`src/rtl/traffic_intersection_ctrl.sv`:
```
// traffic_intersection_ctrl: demand-driven main/side/pedestrian intersection sequencer
module traffic_intersection_ctrl #(
  parameter int TW = 16,
  parameter int MIN_MAIN_TICS = 60,
  parameter int SIDE_GREEN_TICS = 100,
  parameter int AMBER_TICS = 30,
  parameter int CLEAR_TICS = 10,
  parameter int WALK_TICS = 50
) (
  input  logic       clock,
  input  logic       reset_n,
  input  logic       tic_en,
  input  logic       side_car,
  input  logic       ped_btn,
  output logic       main_red,
  output logic       main_amber,
  output logic       main_green,
  output logic       side_red,
  output logic       side_amber,
  output logic       side_green,
  output logic       walk,
  output logic [2:0] state
);
  typedef enum logic [2:0] {
    MAIN_GREEN = 3'd0,
    MAIN_AMBER = 3'd1,
    CLR_A      = 3'd2,
    SIDE_GREEN = 3'd3,
    SIDE_AMBER = 3'd4,
    CLR_B      = 3'd5,
    WALK       = 3'd6
  } st_t;
  localparam logic [TW-1:0] MM_L = TW'((MIN_MAIN_TICS == 0 ? 1 : MIN_MAIN_TICS) - 1);
  localparam logic [TW-1:0] SG_L = TW'((SIDE_GREEN_TICS == 0 ? 1 : SIDE_GREEN_TICS) - 1);
  localparam logic [TW-1:0] AM_L = TW'((AMBER_TICS == 0 ? 1 : AMBER_TICS) - 1);
  localparam logic [TW-1:0] CL_L = TW'((CLEAR_TICS == 0 ? 1 : CLEAR_TICS) - 1);
  localparam logic [TW-1:0] WK_L = TW'((WALK_TICS == 0 ? 1 : WALK_TICS) - 1);
  st_t st, st_n;
  logic [TW-1:0] timer, timer_n, lim;
  logic side_pend, side_pend_n, ped_pend, ped_pend_n, done;
  // state, phase timer and demand latches; reset discards pending requests
  always_ff @(posedge clock) begin
    if (!reset_n) begin
      st <= MAIN_GREEN;
      timer <= '0;
      side_pend <= 1'b0;
      ped_pend <= 1'b0;
    end else begin
      st <= st_n;
      timer <= timer_n;
      side_pend <= side_pend_n;
      ped_pend <= ped_pend_n;
    end
  end
  // phase sequencing; a phase ends on the tic that completes its last count
  always_comb begin
    st_n = st;
    lim = (st == MAIN_GREEN) ? MM_L :
          (st == MAIN_AMBER || st == SIDE_AMBER) ? AM_L :
          (st == CLR_A || st == CLR_B) ? CL_L :
          (st == SIDE_GREEN) ? SG_L : WK_L;
    done = tic_en && (timer == lim);
    case (st)
      MAIN_GREEN: st_n = (done && (side_pend || ped_pend)) ? MAIN_AMBER : MAIN_GREEN;
      MAIN_AMBER: st_n = done ? CLR_A : MAIN_AMBER;
      CLR_A:      st_n = done ? (side_pend ? SIDE_GREEN : WALK) : CLR_A;
      SIDE_GREEN: st_n = done ? SIDE_AMBER : SIDE_GREEN;
      SIDE_AMBER: st_n = done ? CLR_B : SIDE_AMBER;
      CLR_B:      st_n = done ? (ped_pend ? WALK : MAIN_GREEN) : CLR_B;
      WALK:       st_n = done ? MAIN_GREEN : WALK;
      default:    st_n = MAIN_GREEN;
    endcase
    timer_n = (st_n != st) ? '0 :
              (tic_en && !(st == MAIN_GREEN && timer == MM_L)) ? timer + 1'b1 : timer;
    side_pend_n = (st_n == SIDE_GREEN && st != SIDE_GREEN) ? 1'b0 : (side_pend | side_car);
    ped_pend_n = (st_n == WALK && st != WALK) ? 1'b0 : (ped_pend | ped_btn);
  end
  assign main_green = (st == MAIN_GREEN);
  assign main_amber = (st == MAIN_AMBER);
  assign main_red = !(main_green || main_amber);
  assign side_green = (st == SIDE_GREEN);
  assign side_amber = (st == SIDE_AMBER);
  assign side_red = !(side_green || side_amber);
  assign walk = (st == WALK);
  assign state = st;
endmodule
```
`config.mk`:
```
export PLATFORM = sky130hd
export DESIGN_NAME = traffic_intersection_ctrl
export DESIGN_NICKNAME = d
export VERILOG_FILES = /design/src/rtl/traffic_intersection_ctrl.sv
export SDC_FILE = /design/constraint.sdc
export NUM_CORES = 1
export LEC_CHECK = 0
export CORE_ASPECT_RATIO = 0.5
export CORE_UTILIZATION = 44
export DETAILED_ROUTE_END_ITERATION = 8
export GPL_TIMING_DRIVEN = 0
export PLACE_DENSITY = 0.66
export SETUP_SLACK_MARGIN = 0.2
export SKIP_LAST_GASP = 1
export SYNTH_ARGS = -nofsm -noshare
export SYNTH_HDL_FRONTEND = slang
export SYNTH_SLANG_ARGS = --single-unit
export TNS_END_PERCENT = 20
```
`constraint.sdc`:
```
create_clock -name clock -period 2.34 [get_ports clock]
set_clock_uncertainty 0.2 [all_clocks]
set_input_delay 0.585 -clock clock [delete_from_list [all_inputs] [get_ports clock]]
set_output_delay 0.585 -clock clock [all_outputs]
set_load 0.05 [all_outputs]
```
==> load_flow_metrics.sql, run 1 <==
INSERT INTO impl_metrics (metric_group, metric, value, unit) VALUES
('sta', 'fmax', '0.419', 'GHz'),
('setup_path', 'cells_traversed_along_the_worst_timing_path', 'buf_6, or4b_4, a311oi_4, a211oi_4, o31ai_4, buf_6, a211oi_2', ''),
('final_layout', 'design.final.nets', '191', ''),
('sta', 'finalHoldViolations', '0', ''),
('logic_synthesis', 'synth_edf_count', '0', ''),
('clocking', 'cts-root-to-sink-buffers', '2', ''),
('setup_path', 'cp_slowest_cell', 'sky130_fd_sc_hd__or4b_4', ''),
('logic_synthesis', 'synth_compound_gate_area_share', '25.1', '%'),
('setup_path', 'crit_required', '2270', 'ps'),
('sta', 'report.final.setup_viol', '14', ''),
('logic_synthesis', 'yosysTopAreaCell', 'sky130_fd_sc_hd__dfxtp_1', ''),
('final_layout', 'antennaDiodeCount', '0', ''),
('logic_synthesis', 'synth.avg_cell_area', '9.31', 'um2'),
('worst_hold_path', 'min_path_type', 'register to register', ''),
('logic_synthesis', 'syn_inst', '157', ''),
('setup_path', 'critPathMaxFanout', '5', ''),
('power_and_ir_drop', 'total_leakage_power', '0.617', 'nW'),
('sta', 'setup_repair_after_global_routing_missed_its_margin', 'true', ''),
('clocking', 'clkSinkCount', '21', ''),
('power_and_ir_drop', 'power_per_cell_area', '354', 'nW/um2'),
('floorplan', 'rows', '14', ''),
('setup_path', 'critical_path.startpoint_type', 'register', ''),
('routing', 'drt_iter0_markers', '30', ''),
('setup_path', 'crit_path_frequent_cell', 'sky130_fd_sc_hd__buf_6', ''),
('setup_path', 'timing.critical_path.slowest_cell_delay', '490', 'ps'),
('logic_synthesis', 'ys_seq_area_share', '28.8', '%'),
('final_layout', 'area_delta_synth_final', '28.6', '%'),
('flow_run', 'cap_violations', '0', ''),
('logic_synthesis', 'muxShareOfSynthArea', '0.685', '%'),
('routing', 'viasPerCell', '5.71', ''),
('global_route', 'via_count_of_the_first_global_routing_pass', '1151', ''),
('global_route', 'antenna_found_initial', '0', ''),
('floorplan', 'die_w', '83.5', 'um'),
('global_route', 'maximum_number_of_pins_on_one_net_before_global_route_repair', '14', ''),
('floorplan', 'dieHeight', '42.8', 'um'),
('final_layout', 'fill_cell_instance_count_of_the_final_layout', '277', ''),
('logic_synthesis', 'yosys.area_share.xor_xnor', '10.7', '%'),
('logic_synthesis', 'synth_fa_ha_area_share', '0.856', '%'),
('setup_path', 'crit_path_end_kind', 'register', ''),
('placed_design', 'port_buffers', '14', ''),
('floorplan', 'pin_count', '15', ''),
('routing', 'dr_total_vias', '1280', ''),
('logic_synthesis', 'synth_largest_type_area_fraction', '28.8', '%'),
('setup_path', 'critical-path-top-delay-family', 'compound AO/OA/AOI/OAI gates', ''),
('placed_design', 'place_ws', '-347', 'ps'),
('setup_path', 'criticalPathCategory', 'register to register', ''),
('clocking', 'cts_tree', 'built', ''),
('routing', 'met2_length', '1590', 'um'),
('floorplan', 'start_util', '47.4', '%'),
('setup_path', 'path_buf_inv', '2', ''),
('run_status', 'status', 'complete, but fails checks', ''),
('logic_synthesis', 'netlist_top_cells_area', 'sky130_fd_sc_hd__dfxtp_1 29%, sky130_fd_sc_hd__a211oi_2 10%, sky130_fd_sc_hd__xor2_1 6.0%', ''),
('routing', 'wl_per_cell', '15.8', 'um'),
('logic_synthesis', 'ys_seq_elements', '21', ''),
('global_route', 'grt_first_pass_wirelength', '5640', 'um'),
('floorplan', 'dieArea', '3570', 'um2'),
('sta', 'measured_slew_at_the_worst_slew_check_pin', '717', 'ps'),
('floorplan', 'fp.coreArea', '3080', 'um2'),
('clocking', 'clockRootBuffer', 'sky130_fd_sc_hd__clkbuf_8', ''),
('clocking', 'cts.reportedPaths.clkPinSlew', '80', 'ps'),
('sta', 'final_min_period_over_clock_period', '102', '%'),
('clocking', 'ctsHtreeMaxLevel', '1', ''),
('global_route', 'gr-usage-all-layers', '20.1', '%'),
('routing', 'antenna_violating_nets_post_route', '0', ''),
('power_and_ir_drop', 'ir_drop', '0.000283', 'V'),
('logic_synthesis', 'synth_fp_nets', '163', ''),
('sta', 'setup_ws', '-44.8', 'ps'),
('logic_synthesis', 'basic_gate_share_of_the_synthesized_area_counting_and_or_nand_and_nor_cells', '26.9', '%'),
('logic_synthesis', 'postSynth.asyncResetShare', '0', '%'),
('final_layout', 'layout.cells.most_common', 'sky130_fd_sc_hd__dfxtp_1', ''),
('run_status', 'violations_in_the_final_reports', 'negative setup slack', '');
-- repair_timing --
item,CTS,global route
hold endpoints to repair,0,0
hold buffers,0,0
setup endpoints to repair,29,31
resized for setup,47,11
buffers inserted,5,1
gates cloned,1,2
pin swaps,4,3
-- flip-flops by register name (all words and copies together), names as in the netlist --
register and cells:
state 3, ped_pend 1, timer 16, side_pend 1
-- worst reg2reg max path, cell delays in order (launching register included) --
cell                       delay, ps
sky130_fd_sc_hd__dfxtp_4         350
sky130_fd_sc_hd__buf_6           120
sky130_fd_sc_hd__or4b_4          490
sky130_fd_sc_hd__a311oi_4        340
sky130_fd_sc_hd__a211oi_4        120
sky130_fd_sc_hd__o31ai_4         370
sky130_fd_sc_hd__buf_6           190
sky130_fd_sc_hd__a211oi_2         60
-- final timing paths --
kind | slack, ps | end | from | cells past startpoint
max | -40 | timer[9] | state[0] | 7
min | 380 | ped_pend | ped_pend | 2
max reg2reg | -40 | timer[9] | state[0] | 7
min reg2reg | 380 | ped_pend | ped_pend | 2
-- power breakdown --
part | leakage [nW] | switching [mW] | internal, mW | total [mW]
logic | 0.417 | 0.0218 | 0.0169 | 0.0388
clock network | 0.0260 | 0.134 | 0.122 | 0.255
registers | 0.174 | 0.00921 | 0.361 | 0.370
total | 0.617 | 0.165 | 0.500 | 0.665
-- synthesized netlist by cell type, types with 2 or more instances --
cell,count
sky130_fd_sc_hd__dfxtp_1,21
sky130_fd_sc_hd__a211oi_2,12
sky130_fd_sc_hd__xor2_1,10
sky130_fd_sc_hd__nand2_1,8
sky130_fd_sc_hd__nand3_1,8
sky130_fd_sc_hd__a211oi_1,6
sky130_fd_sc_hd__nor2_1,6
sky130_fd_sc_hd__o21ai_0,6
sky130_fd_sc_hd__xnor2_1,6
sky130_fd_sc_hd__clkbuf_1,5
sky130_fd_sc_hd__nand4_1,5
sky130_fd_sc_hd__a21oi_1,4
sky130_fd_sc_hd__nor3_1,4
sky130_fd_sc_hd__buf_6,3
sky130_fd_sc_hd__inv_1,3
sky130_fd_sc_hd__nor2b_1,3
sky130_fd_sc_hd__and3_1,2
sky130_fd_sc_hd__and4_1,2
sky130_fd_sc_hd__buf_2,2
sky130_fd_sc_hd__nor4_1,2
sky130_fd_sc_hd__o211ai_1,2
sky130_fd_sc_hd__or3_1,2
sky130_fd_sc_hd__or4_1,2
-- area by class of cell --
type                       instances  area [um2]  area share (%)
sequential                        21         433            23.0
multi-input combinational        120        1030            55.1
inverter                           5        18.8           0.999
timing repair buffer              22         200            10.7
clock inverter                     1        6.26           0.333
tap                               40        50.0            2.66
buffer                            12        95.1            5.06
clock buffer                       3        41.3            2.20
-- cell families after synthesis --
family | after synthesis
buffers and inverters | 17
AND/OR/NAND/NOR | 60
adder cells (fa/ha/maj) | 1
XOR/XNOR | 17
multiplexers | 1
flip-flops | 21
AO/OA/AOI/OAI | 40
-- stage by stage --
stage,cell area [um2],power (mW),cells,TNS [ps],util [%]
2_1_floorplan,1500,0.401,157,0,-
3_3_place_gp,1690,0.416,211,-5730,55.0
3_5_place_dp,1690,0.417,211,-5720,55.0
4_1_cts,1810,0.674,221,0,58.7
5_1_grt,1880,0.695,224,-1630,61.0
6_report,1880,0.665,224,-455,61.0
-- routing by layer --
layer / up-vias / GRT usage, %
li1: 647 / -
met1: 612 / 28.3
met5: - / 0
met2: 17 / 31.5
met3: 4 / 5.25
met4: 0 / 3.05
Power figures use the tool's default switching activity.
==> run 2, diff against run 1 <==
Settings changed: CTS_CLUSTER_SIZE set to 16.
==> results of run 2 <==
No change in the layout: final DEF, timing and power equal those of run 1.
